<file path="src/rtl/osd_write_scheduler.sv">
// Single write master into the OSD slave: arbitrates refresh, host and fill-engine beats.
// Define OSD_SCHED_VBLANK_GATE_EN to restrict fill beats to vertical blank.
module osd_write_scheduler #(
  parameter int unsigned NUM_WORDS   = 250,
  parameter logic [7:0]  CFG_REGNUM  = 8'hFA,
  parameter int unsigned REFRESH_BIT = 1
) (
  input  logic        clk_i,
  input  logic        rst_n_i,
  input  logic [7:0]  s_address,
  input  logic [31:0] s_writedata,
  input  logic [3:0]  s_byteenable,
  input  logic        s_write,
  input  logic        s_read,
  input  logic        s_chipselect,
  output logic [31:0] s_readdata,
  output logic        s_waitrequest_n,
  input  logic        fill_req_i,
  input  logic [7:0]  fill_start_i,
  input  logic [7:0]  fill_end_i,
  input  logic [7:0]  fill_char_i,
  input  logic        fill_abort_i,
  output logic        fill_busy_o,
  output logic        fill_done_o,
  input  logic        refresh_i,
  input  logic        vblank_i,
  output logic [7:0]  m_address,
  output logic [31:0] m_writedata,
  output logic [3:0]  m_byteenable,
  output logic        m_write
);

  localparam logic [7:0]  LastWord    = 8'(NUM_WORDS - 1);
  localparam logic [31:0] RefreshMask = 32'd1 << REFRESH_BIT;

  typedef enum logic [1:0] {StIdle, StFill, StDone} fill_state_e;

  fill_state_e state_q, state_d;
  logic [7:0]  ptr_q, ptr_d, end_q, end_d, char_q, char_d;
  logic        rr_q, rr_d, refresh_q, refresh_d, done_q;
  logic [31:0] shadow_q [4];
  logic [31:0] shadow_d [4];
  logic [7:0]  m_addr_q, m_addr_d;
  logic [31:0] m_data_q, m_data_d;
  logic [3:0]  m_be_q, m_be_d;
  logic        m_write_q, m_write_d;

  logic       host_req, host_in_cfg, fill_act;
  logic       host_gnt, fill_gnt, refresh_gnt;
  logic [1:0] cfg_idx;

`ifdef OSD_SCHED_VBLANK_GATE_EN
  assign fill_act = (state_q == StFill) & vblank_i;
`else
  logic unused_vblank;
  assign unused_vblank = vblank_i;
  assign fill_act      = (state_q == StFill);
`endif

  assign host_req    = s_chipselect & s_write;
  assign host_in_cfg = (s_address >= CFG_REGNUM) && (s_address <= CFG_REGNUM + 8'd3);
  assign cfg_idx     = s_address[1:0] - CFG_REGNUM[1:0];

  // A pending refresh always wins; host and fill share the rest round-robin.
  assign refresh_gnt = refresh_q;
  assign host_gnt    = ~refresh_q & host_req & (~fill_act | ~rr_q);
  assign fill_gnt    = ~refresh_q & fill_act & (~host_req | rr_q);

  assign s_waitrequest_n = host_gnt | (s_chipselect & s_read & ~s_write);
  assign s_readdata      = (s_chipselect & s_read & host_in_cfg) ? shadow_q[cfg_idx] : 32'h0;

  assign fill_busy_o  = (state_q != StIdle);
  assign fill_done_o  = done_q;
  assign m_address    = m_addr_q;
  assign m_writedata  = m_data_q;
  assign m_byteenable = m_be_q;
  assign m_write      = m_write_q;

  always_comb begin
    rr_d      = rr_q;
    refresh_d = (refresh_q & ~refresh_gnt) | refresh_i;
    m_write_d = refresh_gnt | host_gnt | fill_gnt;
    m_addr_d  = m_addr_q;
    m_data_d  = m_data_q;
    m_be_d    = m_be_q;
    shadow_d  = shadow_q;

    if (~refresh_q & host_req & fill_act) begin
      rr_d = host_gnt;
    end

    if (refresh_gnt) begin
      m_addr_d = CFG_REGNUM;
      m_data_d = shadow_q[0] | RefreshMask;
      m_be_d   = 4'hF;
    end else if (host_gnt) begin
      m_addr_d = s_address;
      m_data_d = s_writedata;
      m_be_d   = s_byteenable;
      if (host_in_cfg) begin
        for (int b = 0; b < 4; b++) begin
          if (s_byteenable[b]) shadow_d[cfg_idx][8*b +: 8] = s_writedata[8*b +: 8];
        end
      end
    end else if (fill_gnt) begin
      m_addr_d = ptr_q;
      m_data_d = {4{char_q}};
      m_be_d   = 4'hF;
    end
  end

  always_comb begin
    state_d = state_q;
    ptr_d   = ptr_q;
    end_d   = end_q;
    char_d  = char_q;
    unique case (state_q)
      StIdle: begin
        if (fill_req_i) begin
          ptr_d   = fill_start_i;
          end_d   = (fill_end_i > LastWord) ? LastWord : fill_end_i;
          char_d  = fill_char_i;
          state_d = (fill_start_i > fill_end_i || fill_start_i > LastWord) ? StDone : StFill;
        end
      end
      StFill: begin
        if (fill_gnt) begin
          ptr_d = ptr_q + 8'd1;
          if (ptr_q == end_q || fill_abort_i) state_d = StDone;
        end else if (fill_abort_i) begin
          state_d = StDone;
        end
      end
      StDone:  state_d = StIdle;
      default: state_d = StIdle;
    endcase
  end

  always_ff @(posedge clk_i or negedge rst_n_i) begin
    if (!rst_n_i) begin
      state_q   <= StIdle;
      ptr_q     <= '0;
      end_q     <= '0;
      char_q    <= '0;
      rr_q      <= 1'b0;
      refresh_q <= 1'b0;
      done_q    <= 1'b0;
      m_addr_q  <= '0;
      m_data_q  <= '0;
      m_be_q    <= '0;
      m_write_q <= 1'b0;
      for (int i = 0; i < 4; i++) shadow_q[i] <= '0;
    end else begin
      state_q   <= state_d;
      ptr_q     <= ptr_d;
      end_q     <= end_d;
      char_q    <= char_d;
      rr_q      <= rr_d;
      refresh_q <= refresh_d;
      done_q    <= (state_q == StDone);
      m_addr_q  <= m_addr_d;
      m_data_q  <= m_data_d;
      m_be_q    <= m_be_d;
      m_write_q <= m_write_d;
      shadow_q  <= shadow_d;
    end
  end

endmodule

</file>
<file path="config.mk">
export PLATFORM = sky130hd
export DESIGN_NAME = osd_write_scheduler
export DESIGN_NICKNAME = d
export VERILOG_FILES = /design/src/rtl/osd_write_scheduler.sv
export SDC_FILE = /design/constraint.sdc
export NUM_CORES = 1
export LEC_CHECK = 0
export ABC_AREA = 1
export BUFFER_PORTS_ARGS = -buffer_cell sky130_fd_sc_hd__buf_2
export CORE_MARGIN = 2
export CORE_UTILIZATION = 55
export CTS_CLUSTER_SIZE = 14
export DETAILED_ROUTE_END_ITERATION = 7
export PLACE_DENSITY = 0.75
export RECOVER_POWER = 25
export SLEW_MARGIN = 15
export SYNTH_ARGS = -nofsm -noshare
export SYNTH_HDL_FRONTEND = slang
export SYNTH_SLANG_ARGS = --single-unit
</file>
<file path="constraint.sdc">
create_clock -name clk_i -period 2.25 [get_ports clk_i]
set_clock_uncertainty 0.05 [all_clocks]
set_input_delay 0.1125 -clock clk_i [delete_from_list [all_inputs] [get_ports clk_i]]
set_output_delay 0.1125 -clock clk_i [all_outputs]
set_load 0.005 [all_outputs]
</file>
* Yosys cells after proc, flatten, opt, wreduce, memory -nomap -nowiden
Cells that the tools add are included.
Cells by class: add/sub/neg operators 2, magnitude comparators 7, equal/unequal tests 7, mux-type cells 48, bitwise logic cells 20, reduce and logical (&&, ||, !) cells 12
Operators with widths (number):
- 128-bit two-way mux | 13
- 128-bit bitwise mux | 4
- 32-bit demux with 2-bit select | 4
- 32-bit two-way mux | 7
- 32-bit binary-select mux with 2-bit select | 1
- 8-bit two-way mux | 7
- 24-bit two-way mux | 1
- 8-bit greater-than comparator (second input constant) | 2
- 16-bit two-way mux | 1
- 8-bit case mux with 2 select lines | 1
- 4-bit two-way mux | 3
- 2-bit two-way mux | 5
- 1-bit bitwise AND | 9
- 3-bit AND reduction | 3
- 8-bit by 1-bit adder with 8-bit output (second input constant) | 1
- 8-bit equality test | 1
- 8-bit greater-or-equal comparator (second input constant) | 1
- 8-bit greater-than comparator | 1
- 8-bit less-or-equal comparator (second input constant) | 1
- 3-bit by 2-bit inequality test with 1-bit output (second input constant) | 2
- 1-bit NOT | 5
- 1-bit bitwise OR | 5
- 2-bit case mux with 2 select lines | 1
- 2-bit nonzero test | 2
- other kinds (13) | 15
Word-level totals: bits in registers 202, input bits 77, output and inout port bits 80

* Depth between registers and ports, before layout
depth after elaboration 23, depth in mapped cells 12, gate-level depth less buffers 12

* Worst setup path after synthesis
No wires, ideal clock.
kind flip-flop to flip-flop, from register state_q[0], to register shadow_q[125] (netlist name), arrival 1471 ps, data required time 2078 ps, setup slack 607 ps, cell stages (with the launch flop) 11, cells stage by stage dfrtp_1 inv_1 nor2_4 nand2_1 nand2_4 nor2_8 buf_12 nand3_4 buf_6 nand2_1 o21ai_2
Between the ends: cells in the longest elaborated chain, start to end 5
RTL lines:
- start, declared | RTL line 38 | fill_state_e state_q, state_d;
- start signal, assigned | RTL line 141 | state_q <= StIdle;
- start signal, assigned | RTL line 154 | state_q <= state_d;
- 2-bit by 1-bit equality test with 1-bit output | RTL line 57 | assign fill_act = (state_q == StFill);
- 1-bit NOT | RTL line 66 | assign host_gnt = ~refresh_q & host_req & (~fill_act | ~rr_q);
- 1-bit bitwise OR | RTL line 66
- 1-bit bitwise AND | RTL line 66
- 3-bit AND reduction (no source line)
- end signal, assigned | RTL line 165 | shadow_q <= shadow_d;
- end, declared | RTL line 41 | logic [31:0] shadow_q [4];
Every way passes these cells. A chain may end at the register's enable or synchronous reset.

* Final worst setup path
from register state_q[1], to output port s_waitrequest_n
Between the ends: cells in the longest elaborated chain, start to end 5
RTL lines:
- 2-bit by 1-bit equality test with 1-bit output | RTL line 57
- 1-bit NOT | RTL line 66
- 1-bit bitwise OR | RTL line 66
- 1-bit bitwise AND | RTL line 66
- 1-bit bitwise OR | RTL line 69 | assign s_waitrequest_n = host_gnt | (s_chipselect & s_read & ~s_write);
- end, declared | RTL line 17 | output logic s_waitrequest_n,
Every way passes these cells.

==> impl_metrics.py <==
metrics = {
    "sta": {
        "worst_slack_ns": 0.149,
        "hold_slack_ns": 0.0992,
        "max_freq_ghz": 0.476,
        "tightest_slew_ns": 1.35,
        "slew_headroom_pct": 10.3,
        "hold_viol_final": 0,
        "rsz0062_at_grt": "no",
        "setup_violations": 0,
        "fin_crit_sh_pct": 93.4,
        "maxSlewViolCount": 0,
        "tns_ns": 0,
        "min_period_ns": 2.10,
    },
    "critical_path": {
        "r2r_cells": 4,
        "worstReg2RegStart": "refresh_gnt$_DFF_PN0_",
        "timing.rr.end": "m_address[6]$_DFFE_PN0P_",
        "arrival_ns": 1.94,
        "crit_type": "reg2out",
        "rrSetupSlack_ns": 0.16,
        "end_kind": "output port",
        "crit_fanout": 38,
        "startpoint_type": "register",
        "cp-endpoint": "s_waitrequest_n",
        "crit_required_ns": 2.09,
        "crit_path_start": "state_q[1]$_DFFE_PN0P_",
    },
    "pwr": {
        "swShare_pct": 30.2,
        "p_int_mw": 7.24,
        "pwr-share-comb_pct": 21.4,
        "clockPowerShare_pct": 35.8,
        "powerDensity_mw_per_mm2": 853,
        "vdd_ir_drop_max_v": 0.000657,
        "p_sw_mw": 3.13,
        "power_frac_seq_pct": 42.8,
        "leakagePower_nw": 5.76,
    },
    "placed_design": {
        "dp.cells": 1431,
        "dp_hpwl_um": 17000,
        "placed_cell_area_mm2": 0.0107,
        "post-place-ws_ns": 0.214,
        "place_congestion": 0.863,
        "io_buffers": 155,
    },
    "logic_synthesis": {
        "synthesis.nets": 1164,
        "synth-seq-area-share_pct": 52.5,
        "synth_cell_types": 36,
        "synthTopCellsByArea": "dfrtp_1 (52%), nand2_1 (14%), o21ai_0 (6.5%)",
        "synth_cells": 1078,
        "synth_ff_type": "dfrtp_1",
        "synthTopCellsByCount": "nand2_1 (348), dfrtp_1 (202), o21ai_0 (125)",
        "syn_avg_cell_area_um2": 8.94,
        "synth-edff-count": 0,
        "yosysMostFrequentCell": "nand2_1",
        "syn_area_mm2": 0.00963,
        "ys_seq_elements": 202,
        "synth_top_area_share_pct": 52.5,
        "yosysWarnings": 0,
        "yosysTopAreaCell": "dfrtp_1",
        "synthArstFlopShare_pct": 100,
    },
    "cells_and_area": {
        "nNetsFinal": 1389,
        "final_area_mm2": 0.0122,
        "drive_above_1_share_pct": 22.7,
        "antennaDiodeCount": 0,
        "syn_to_final_growth_pct": 26.3,
        "finalNonFillerCells": 1544,
        "fillCellCount": 1299,
    },
    "global_route": {
        "grt.total_usage_pct": 29.6,
        "grt_overflow": 0,
        "grt_first_pass_wirelength_um": 43200,
        "antenna_found_initial": 0,
        "grt_pass1_vias": 8392,
        "grt_max_degree": 78,
    },
    "outcome": {
        "status": "completed",
    },
    "die": {
        "initial_core_util_pct": 55.9,
        "pin_count": 157,
        "die_h_um": 136,
        "core-area_mm2": 0.0172,
        "rows": 48,
        "die_w_um": 136,
        "die_area_mm2": 0.0186,
    },
    "clocking": {
        "cts_max_path_buffers": 3,
        "numClockSinks": 202,
        "clk_pin_slew_worst_paths_ns": 0.06,
        "clk_latency_ns": 0.50,
        "cts_tree": "yes",
        "postCtsSetupRepairBufs": 0,
        "cts-root-buf": "clkbuf_16",
        "cts_max_level": 1,
        "cts_made_buffers": 22,
    },
    "min_path": {
        "min_path_type": "in2reg",
    },
    "run": {
        "cap_violations": 0,
    },
    "routing": {
        "wire_per_inst_um": 17.5,
        "drt.antenna.violating_nets": 0,
        "routed_wirelength_um": 27000,
        "first_pass_iters": 5,
        "drc": 0,
        "vias": 8623,
        "avgViaCountPerCell": 5.58,
        "drtIter0Drc": 819,
    },
}
[what timing repair did]
action	4_1_cts	5_1_grt
setup endpoints to repair	1	1
cloned	0	0
hold buffers	73	0
resized for setup	1	2
hold endpoints to repair	287	0
[metrics by stage]
step | utilization (%) | total power, mW
2_1_floorplan | - | 5.63
3_3_place_gp | 61.9 | 6.51
3_5_place_dp | 61.9 | 6.56
4_1_cts | 70.6 | 10.4
5_1_grt | 70.6 | 10.9
6_report | 70.6 | 10.4
[kinds of logic after synthesis]
family          after synthesis  synth area share, %
compound gates              326                 21.5
xor+xnor                      4                0.364
fa+ha+maj                     9                 1.17
buf+inv                     129                 6.20
flops                       202                 52.5
simple gates                408                 18.3
[worst max-delay path: stages, from the launching register on]
cell and delay (ns):
dfrtp_1 0.42, nor2_4 0.21, nand2_1 0.15, nand2_4 0.19, buf_12 0.23, o21ai_0 0.10
buf_2 0.13
[state kept, by name, summed over array words and instances, names as in the netlist]
register,count
ptr_q,8
m_byteenable,4
fill_done_o,1
shadow_q,128
end_q,8
char_q,8
rr_q,1
refresh_gnt,1
m_address,8
m_writedata,32
m_write,1
state_q,2
[routing by layer]
metal	track usage [%]	routed length, um	vias up
met3	4.59	1900	57
met2	47.7	12800	357
met1	41.1	11500	4095
met5	0	0	-
li1	-	-	4114
met4	10.4	828	0
[worst min path at each step]
stage / slack (ns) / end / depth (start not counted) / start
after floorplan: -0.23 / char_q[0]$_DFFE_PN0P_ / 0 / rst_n_i
after global placement: 0.05 / shadow_q[68]$_DFFE_PN0P_ / 1 / rst_n_i
after detailed placement: 0.05 / shadow_q[68]$_DFFE_PN0P_ / 1 / rst_n_i
after CTS: 0.07 / rr_q$_DFFE_PN0P_ / 5 / s_write
after global routing: 0.13 / rr_q$_DFFE_PN0P_ / 5 / s_write
final: 0.1 / rr_q$_DFFE_PN0P_ / 5 / s_write
[placed cells by master (no fill, tap or decap), types with 3 or more instances in the layout]
master	count
a21oi_1	11
a22oi_1	34
a31oi_1	34
buf_12	6
buf_2	154
buf_4	22
clkbuf_1	4
clkbuf_16	23
clkbuf_8	9
clkinv_2	3
dfrtp_1	202
dlygate4sd3_1	73
ha_1	9
inv_1	69
inv_2	3
nand2_1	348
nand3_1	24
nand3_4	10
nand4_1	4
nor2_1	11
nor2_2	3
nor2_4	3
o211ai_1	33
o21ai_0	125
o21ai_1	24
o21ai_2	57
o22ai_1	5
xnor2_1	3
[power groups by stage]
stage	combinational [mW]	clock (mW)	sequential, mW
after floorplan	1.19	0	4.44
after global routing	2.49	3.92	4.49
after detailed placement	2.08	0	4.48
after global placement	2.04	0	4.47
after CTS	2.20	3.74	4.43
final	2.22	3.71	4.44
[cell type report]
type | instances | area (um2) | share of cell area, %
Clock buffer | 36 | 714 | 5.87
Clock inverter | 4 | 45.0 | 0.370
Inverter | 73 | 274 | 2.25
Multi-Input combinational cell | 747 | 3990 | 32.8
Sequential cell | 202 | 5050 | 41.6
Tap cell | 225 | 282 | 2.31
Timing Repair Buffer | 257 | 1800 | 14.8
(Power assumes the default switching activity.)
